`src/rtl/multi_cycle_pkg.sv`:
```
// Shared types and encodings for the multi-cycle MIPS-subset controller.
// Opcodes, FSM state codes, datapath select encodings, control bundle.
package multi_cycle_pkg;

    localparam logic [5:0] OP_RTYPE = 6'h00;
    localparam logic [5:0] OP_J     = 6'h02;
    localparam logic [5:0] OP_BEQ   = 6'h04;
    localparam logic [5:0] OP_BNE   = 6'h05;
    localparam logic [5:0] OP_ADDI  = 6'h08;
    localparam logic [5:0] OP_SLTI  = 6'h0A;
    localparam logic [5:0] OP_LW    = 6'h23;
    localparam logic [5:0] OP_SW    = 6'h2B;

    typedef enum logic [3:0] {
        S_IF      = 4'd0,
        S_ID      = 4'd1,
        S_EX_R    = 4'd2,
        S_EX_I    = 4'd3,
        S_EX_ADDR = 4'd4,
        S_MEM_RD  = 4'd5,
        S_MEM_WR  = 4'd6,
        S_WB_R    = 4'd7,
        S_WB_I    = 4'd8,
        S_WB_MEM  = 4'd9,
        S_BR      = 4'd10,
        S_JMP     = 4'd11
    } state_t;

    typedef enum logic [2:0] {
        C_R,
        C_IALU,
        C_LW,
        C_SW,
        C_BEQ,
        C_BNE,
        C_J,
        C_ILL
    } iclass_t;

    localparam logic [1:0] ALU_ADD   = 2'b00;
    localparam logic [1:0] ALU_SUB   = 2'b01;
    localparam logic [1:0] ALU_FUNCT = 2'b10;
    localparam logic [1:0] ALU_IMM   = 2'b11;

    localparam logic [1:0] PC_ALU    = 2'b00;
    localparam logic [1:0] PC_ALUOUT = 2'b01;
    localparam logic [1:0] PC_JUMP   = 2'b10;

    localparam logic [1:0] SRCB_RT      = 2'b00;
    localparam logic [1:0] SRCB_FOUR    = 2'b01;
    localparam logic [1:0] SRCB_IMM     = 2'b10;
    localparam logic [1:0] SRCB_IMM_SH2 = 2'b11;

    typedef struct packed {
        logic       pc_write;
        logic [1:0] pc_src;
        logic       ir_write;
        logic       iord;
        logic       mem_read;
        logic       mem_write;
        logic       reg_write;
        logic       reg_dst;
        logic       mem_to_reg;
        logic       alu_src_a;
        logic [1:0] alu_src_b;
        logic [1:0] alu_op;
        logic       illegal;
    } ctrl_t;

    localparam ctrl_t CTRL_IDLE = '0;

endpackage

```
`src/rtl/mc_opcode_decode.sv`:
```
// Opcode to instruction-class decoder for the multi-cycle controller.
module mc_opcode_decode
    import multi_cycle_pkg::*;
(
    input  logic [5:0] opcode_i,
    output iclass_t    class_o
);

    always_comb begin
        class_o = C_ILL;
        unique case (1'b1)
            (opcode_i == OP_RTYPE): class_o = C_R;
            (opcode_i == OP_ADDI):  class_o = C_IALU;
            (opcode_i == OP_SLTI):  class_o = C_IALU;
            (opcode_i == OP_LW):    class_o = C_LW;
            (opcode_i == OP_SW):    class_o = C_SW;
            (opcode_i == OP_BEQ):   class_o = C_BEQ;
            (opcode_i == OP_BNE):   class_o = C_BNE;
            (opcode_i == OP_J):     class_o = C_J;
            default:                class_o = C_ILL;
        endcase
    end

endmodule

```
`src/rtl/multi_cycle_ctrl.sv`:
```
// Moore control FSM for a shared-ALU, shared-memory multi-cycle datapath,
// with memory-ready stalls and a retired-instruction counter.
module multi_cycle_ctrl
    import multi_cycle_pkg::*;
#(
    parameter int CNT_W = 32
) (
    input  logic             clk_i,
    input  logic             rst_i,
    input  logic [5:0]       opcode_i,
    input  logic             zero_i,
    input  logic             mem_ready_i,
    output logic             pc_write_o,
    output logic [1:0]       pc_src_o,
    output logic             ir_write_o,
    output logic             iord_o,
    output logic             mem_read_o,
    output logic             mem_write_o,
    output logic             reg_write_o,
    output logic             reg_dst_o,
    output logic             mem_to_reg_o,
    output logic             alu_src_a_o,
    output logic [1:0]       alu_src_b_o,
    output logic [1:0]       alu_op_o,
    output logic             illegal_o,
    output logic [3:0]       state_o,
    output logic [CNT_W-1:0] retired_o
);

    state_t           state;
    state_t           state_nxt;
    iclass_t          cls;
    ctrl_t            ctl;
    logic             retire;
    logic [CNT_W-1:0] retired;

    mc_opcode_decode u_dec (
        .opcode_i (opcode_i),
        .class_o  (cls)
    );

    always_ff @(posedge clk_i or negedge rst_i) begin
        if (!rst_i) begin
            state <= S_IF;
        end else begin
            state <= state_nxt;
        end
    end

    // Only completed instructions count; the illegal path leaves from ID.
    assign retire = (state != S_IF) && (state != S_ID) &&
                    (state_nxt == S_IF);

    always_ff @(posedge clk_i or negedge rst_i) begin
        if (!rst_i) begin
            retired <= '0;
        end else if (retire) begin
            retired <= retired + CNT_W'(1);
        end
    end

    always_comb begin
        state_nxt = state;
        ctl       = CTRL_IDLE;
        case (state)
            S_IF: begin
                ctl.mem_read  = 1'b1;
                ctl.alu_src_b = SRCB_FOUR;
                ctl.alu_op    = ALU_ADD;
                // Ready is masked while reset holds the FSM in fetch.
                if (mem_ready_i && rst_i) begin
                    ctl.ir_write = 1'b1;
                    ctl.pc_write = 1'b1;
                    ctl.pc_src   = PC_ALU;
                    state_nxt    = S_ID;
                end
            end
            S_ID: begin
                ctl.alu_src_b = SRCB_IMM_SH2;
                ctl.alu_op    = ALU_ADD;
                unique case (cls)
                    C_R:    state_nxt = S_EX_R;
                    C_IALU: state_nxt = S_EX_I;
                    C_LW:   state_nxt = S_EX_ADDR;
                    C_SW:   state_nxt = S_EX_ADDR;
                    C_BEQ:  state_nxt = S_BR;
                    C_BNE:  state_nxt = S_BR;
                    C_J:    state_nxt = S_JMP;
                    C_ILL: begin
                        ctl.illegal = 1'b1;
                        state_nxt   = S_IF;
                    end
                endcase
            end
            S_EX_R: begin
                ctl.alu_src_a = 1'b1;
                ctl.alu_src_b = SRCB_RT;
                ctl.alu_op    = ALU_FUNCT;
                state_nxt     = S_WB_R;
            end
            S_EX_I: begin
                ctl.alu_src_a = 1'b1;
                ctl.alu_src_b = SRCB_IMM;
                ctl.alu_op    = ALU_IMM;
                state_nxt     = S_WB_I;
            end
            S_EX_ADDR: begin
                ctl.alu_src_a = 1'b1;
                ctl.alu_src_b = SRCB_IMM;
                ctl.alu_op    = ALU_ADD;
                state_nxt     = (cls == C_SW) ? S_MEM_WR : S_MEM_RD;
            end
            S_MEM_RD: begin
                ctl.mem_read = 1'b1;
                ctl.iord     = 1'b1;
                if (mem_ready_i) begin
                    state_nxt = S_WB_MEM;
                end
            end
            S_MEM_WR: begin
                ctl.mem_write = 1'b1;
                ctl.iord      = 1'b1;
                if (mem_ready_i) begin
                    state_nxt = S_IF;
                end
            end
            S_WB_R: begin
                ctl.reg_write = 1'b1;
                ctl.reg_dst   = 1'b1;
                state_nxt     = S_IF;
            end
            S_WB_I: begin
                ctl.reg_write = 1'b1;
                state_nxt     = S_IF;
            end
            S_WB_MEM: begin
                ctl.reg_write  = 1'b1;
                ctl.mem_to_reg = 1'b1;
                state_nxt      = S_IF;
            end
            S_BR: begin
                ctl.alu_src_a = 1'b1;
                ctl.alu_src_b = SRCB_RT;
                ctl.alu_op    = ALU_SUB;
                ctl.pc_src    = PC_ALUOUT;
                ctl.pc_write  = (cls == C_BEQ) ? zero_i :
                                (cls == C_BNE) ? !zero_i : 1'b0;
                state_nxt     = S_IF;
            end
            S_JMP: begin
                ctl.pc_write = 1'b1;
                ctl.pc_src   = PC_JUMP;
                state_nxt    = S_IF;
            end
            default: state_nxt = S_IF;
        endcase
    end

    assign pc_write_o   = ctl.pc_write;
    assign pc_src_o     = ctl.pc_src;
    assign ir_write_o   = ctl.ir_write;
    assign iord_o       = ctl.iord;
    assign mem_read_o   = ctl.mem_read;
    assign mem_write_o  = ctl.mem_write;
    assign reg_write_o  = ctl.reg_write;
    assign reg_dst_o    = ctl.reg_dst;
    assign mem_to_reg_o = ctl.mem_to_reg;
    assign alu_src_a_o  = ctl.alu_src_a;
    assign alu_src_b_o  = ctl.alu_src_b;
    assign alu_op_o     = ctl.alu_op;
    assign illegal_o    = ctl.illegal;
    assign state_o      = state;
    assign retired_o    = retired;

endmodule

```
`config.mk`:
```
export PLATFORM = sky130hd
export DESIGN_NAME = multi_cycle_ctrl
export DESIGN_NICKNAME = d
export VERILOG_FILES = /design/src/rtl/multi_cycle_pkg.sv /design/src/rtl/mc_opcode_decode.sv /design/src/rtl/multi_cycle_ctrl.sv
export SDC_FILE = /design/constraint.sdc
export NUM_CORES = 1
export LEC_CHECK = 0
export BUFFER_PORTS_ARGS = -buffer_cell sky130_fd_sc_hd__buf_2
export CAP_MARGIN = 0
export CORE_UTILIZATION = 45
export DETAILED_ROUTE_END_ITERATION = 8
export PLACE_DENSITY = 0.7
export SLEW_MARGIN = 10
export SYNTH_ARGS = -nofsm -noshare
export SYNTH_HDL_FRONTEND = slang
export SYNTH_SLANG_ARGS = --single-unit
export TNS_END_PERCENT = 1
```
`constraint.sdc`:
```
create_clock -name clk_i -period 6.37 [get_ports clk_i]
set_input_delay 1.911 -clock clk_i [delete_from_list [all_inputs] [get_ports clk_i]]
set_output_delay 1.911 -clock clk_i [all_outputs]
set_load 0.005 [all_outputs]
```
==> flow_metrics.env <==
export IMPL_relSlewSlack=0.420
export IMPL_via_per_inst=5.36
export IMPL_cts_root_buf="clkbuf_8"
export IMPL_clk_latency_ns=0.29
export IMPL_final_nets=293
export IMPL_wirelength_mm=4.80
export IMPL_fin_skew_ns=0.00957
export IMPL_cp_max_fo=9
export IMPL_cts_setup_buffers=0
export IMPL_synth_top_family_by_area="simple AND/OR/NAND/NOR gates"
export IMPL_start_util=0.472
export IMPL_cp_data_required_time_ns=4.46
export IMPL_gp_congestion=0.791
export IMPL_worst_pin_slew_ns=0.870
export IMPL_first_pass_iters=4
export IMPL_grt_total_usage=0.191
export IMPL_muxShareOfSynthArea=0.00942
export IMPL_io_pins=62
export IMPL_port_buffers=61
export IMPL_initialDrtViolationCount=67
export IMPL_hold_path_class="flop to flop"
export IMPL_drcViolationCount=0
export IMPL_hold_viol=0
export IMPL_synthAdderAreaFrac=0.00554
export IMPL_ys_types=51
export IMPL_row_count=25
export IMPL_drv_slew=0
export IMPL_period_minus_slack_ns=4.98
export IMPL_netlist_instances=228
export IMPL_grt_pass1_vias=1647
export IMPL_status="finished clean"
export IMPL_ir_worst_vdd_mv=0.137
export IMPL_grt_max_degree=37
export IMPL_final_cell_count_no_fill=350
export IMPL_die_area_um2=5310
export IMPL_worstPathArrival_ns=3.07
export IMPL_die_x_um=72.8
export IMPL_synth_compound_area_share=0.111
export IMPL_cts_tree="yes"
export IMPL_grt_pass1_wl_mm=7.92
export IMPL_mostFrequentLayoutCell="buf_2"
export IMPL_syn_area_um2=2260
export IMPL_vias=1877
export IMPL_fin_crit_sh=0.782
export IMPL_drive_above_1_share=0.304
export IMPL_postCtsHoldBufs=0
export IMPL_cp_end_kind="output pin"
export IMPL_coreArea_um2=4790
export IMPL_antenna_found_initial=0
export IMPL_drt_wirelength_per_cell_um=13.7
export IMPL_synth_edf_count=0
export IMPL_cap_violations=0
export IMPL_cp_start_kind="input pin"
export IMPL_synthArstFlopShare=1.00
export IMPL_path_clk_slew_ns=0.07
export IMPL_grt_ovfl_total=0
export IMPL_yosysSeqAreaShare=0.399
export IMPL_diodes=0
export IMPL_drtAntennaViolNets=0
export IMPL_avgSynthCellArea_um2=9.91
export IMPL_htreeDepth=2
export IMPL_synthFlopType="dfrtp_1"
export IMPL_fin_setup_tns_ns=0
export IMPL_max_clock_freq_mhz=201
export IMPL_leakagePower_nw=1.36
export IMPL_path_class="input pin to output pin"
export IMPL_mostFrequentLayoutCells="buf_2, dfrtp_1, xor2_1"
export IMPL_area_delta_synth_final_pct=18.7
export IMPL_p_per_area_nw_per_um2=255
export IMPL_whs_ns=0.463
export IMPL_dpl_cell_count=342
export IMPL_rsz0062_at_grt="false"
export IMPL_yosysWarnings=0
export IMPL_r2r_slack_ns=4.35
export IMPL_die_y_um=72.8
export IMPL_cts_buffer_depth=2
export IMPL_synth_xor_area_frac=0.132
export IMPL_synth_simple_gate_area_frac=0.299
export IMPL_cts_resized=0
export IMPL_cts_sinks=36
export IMPL_hpwl_mm=3.34
export IMPL_synth_nets=239
export IMPL_synth_seq_cells=36
export IMPL_numCtsBuffers=5
export IMPL_setup_viol=0
## worst max-delay path, cell delays in order
cell and delay, ns:
buf_2 0.15, a211o_1 0.30, a211oi_1 0.30, xor2_1 0.18, o22ai_1 0.08, buf_2 0.14
## cells by family after synthesis
logic type / after synthesis
AOI/OAI and AO/OA: 30
muxes: 2
and+or+nand+nor: 105
DFF: 36
buffers and inverters: 20
adders and majority gates: 1
xor gates and xnor gates: 34
## synth_stat cells, types with 2 or more instances
cell       count  area, um2
dfrtp_1       36        901
xor2_1        22        193
nor2_1        15       56.3
nand2_1       14       52.6
xnor2_1       12        105
nand3_1       10       50.1
nor3_1        10       50.1
clkbuf_1       9       33.8
nand2b_1       8       50.1
nor4_2         8        100
a21oi_1        7       35.0
and2_1         7       43.8
nand4_1        6       37.5
nor4_1         6       37.5
inv_1          5       18.8
and4_1         4       35.0
o21ai_0        4       20.0
nand4b_1       3       26.3
o22ai_1        3       18.8
and3_1         2       12.5
buf_4          2       15.0
buf_6          2       22.5
nand3b_1       2       15.0
nor2b_1        2       12.5
o2111ai_4      2       52.6
o31ai_1        2       15.0
## flip-flops by register name, indices dropped and copies added (netlist names)
signal     flops
retired_o     32
state_o        4
## through the flow
step                utilization  instance area [um2]  total power [mW]  worst slack [ns]
finish                    0.560                 2680             0.685              1.39
global route              0.560                 2680             0.733              1.31
CTS                       0.560                 2680             0.691              1.40
detailed placement        0.538                 2570             0.495              1.40
global placement          0.538                 2570             0.491              1.44
floorplan                     -                 2260             0.422              1.58
## area by class of cell
cell class / count / area, um2
fillers: 469 / 2100
repair buffers: 62 / 313
clock inverters: 2 / 35.0
well taps: 67 / 83.8
multi-input cells: 172 / 1260
clock buffers: 6 / 72.6
flip-flops and latches: 36 / 901
inverters: 5 / 18.8
## path summary, 6_finish.rpt
kind	start	endpoint	cells after the start
setup / recovery	opcode_i[2]	pc_write_o	6
hold / removal	retired_o[31]	retired_o[31]	1
setup reg to reg	state_o[0]	retired_o[20]	4
hold reg to reg	retired_o[31]	retired_o[31]	1
max in group asynchronous	rst_i	state_o[2]	2
min in group asynchronous	rst_i	retired_o[30]	2
## layer usage
metal  vias to the layer above  routed length [um]  GRT usage
met5                         -                   0          0
met4                         0                  40     0.0479
met3                         7                 196     0.0456
met2                        50                2160      0.296
met1                       891                2400      0.268
li1                        929                   -          -
## where the power goes
group	leakage (nW)	switching, mW	total (mW)	internal, mW
registers	0.485	0.0610	0.308	0.247
clock network	0.0552	0.0793	0.195	0.116
logic	0.820	0.0886	0.181	0.0926
total	1.36	0.229	0.685	0.456
No activity file was read; power rests on OpenSTA's default activity.
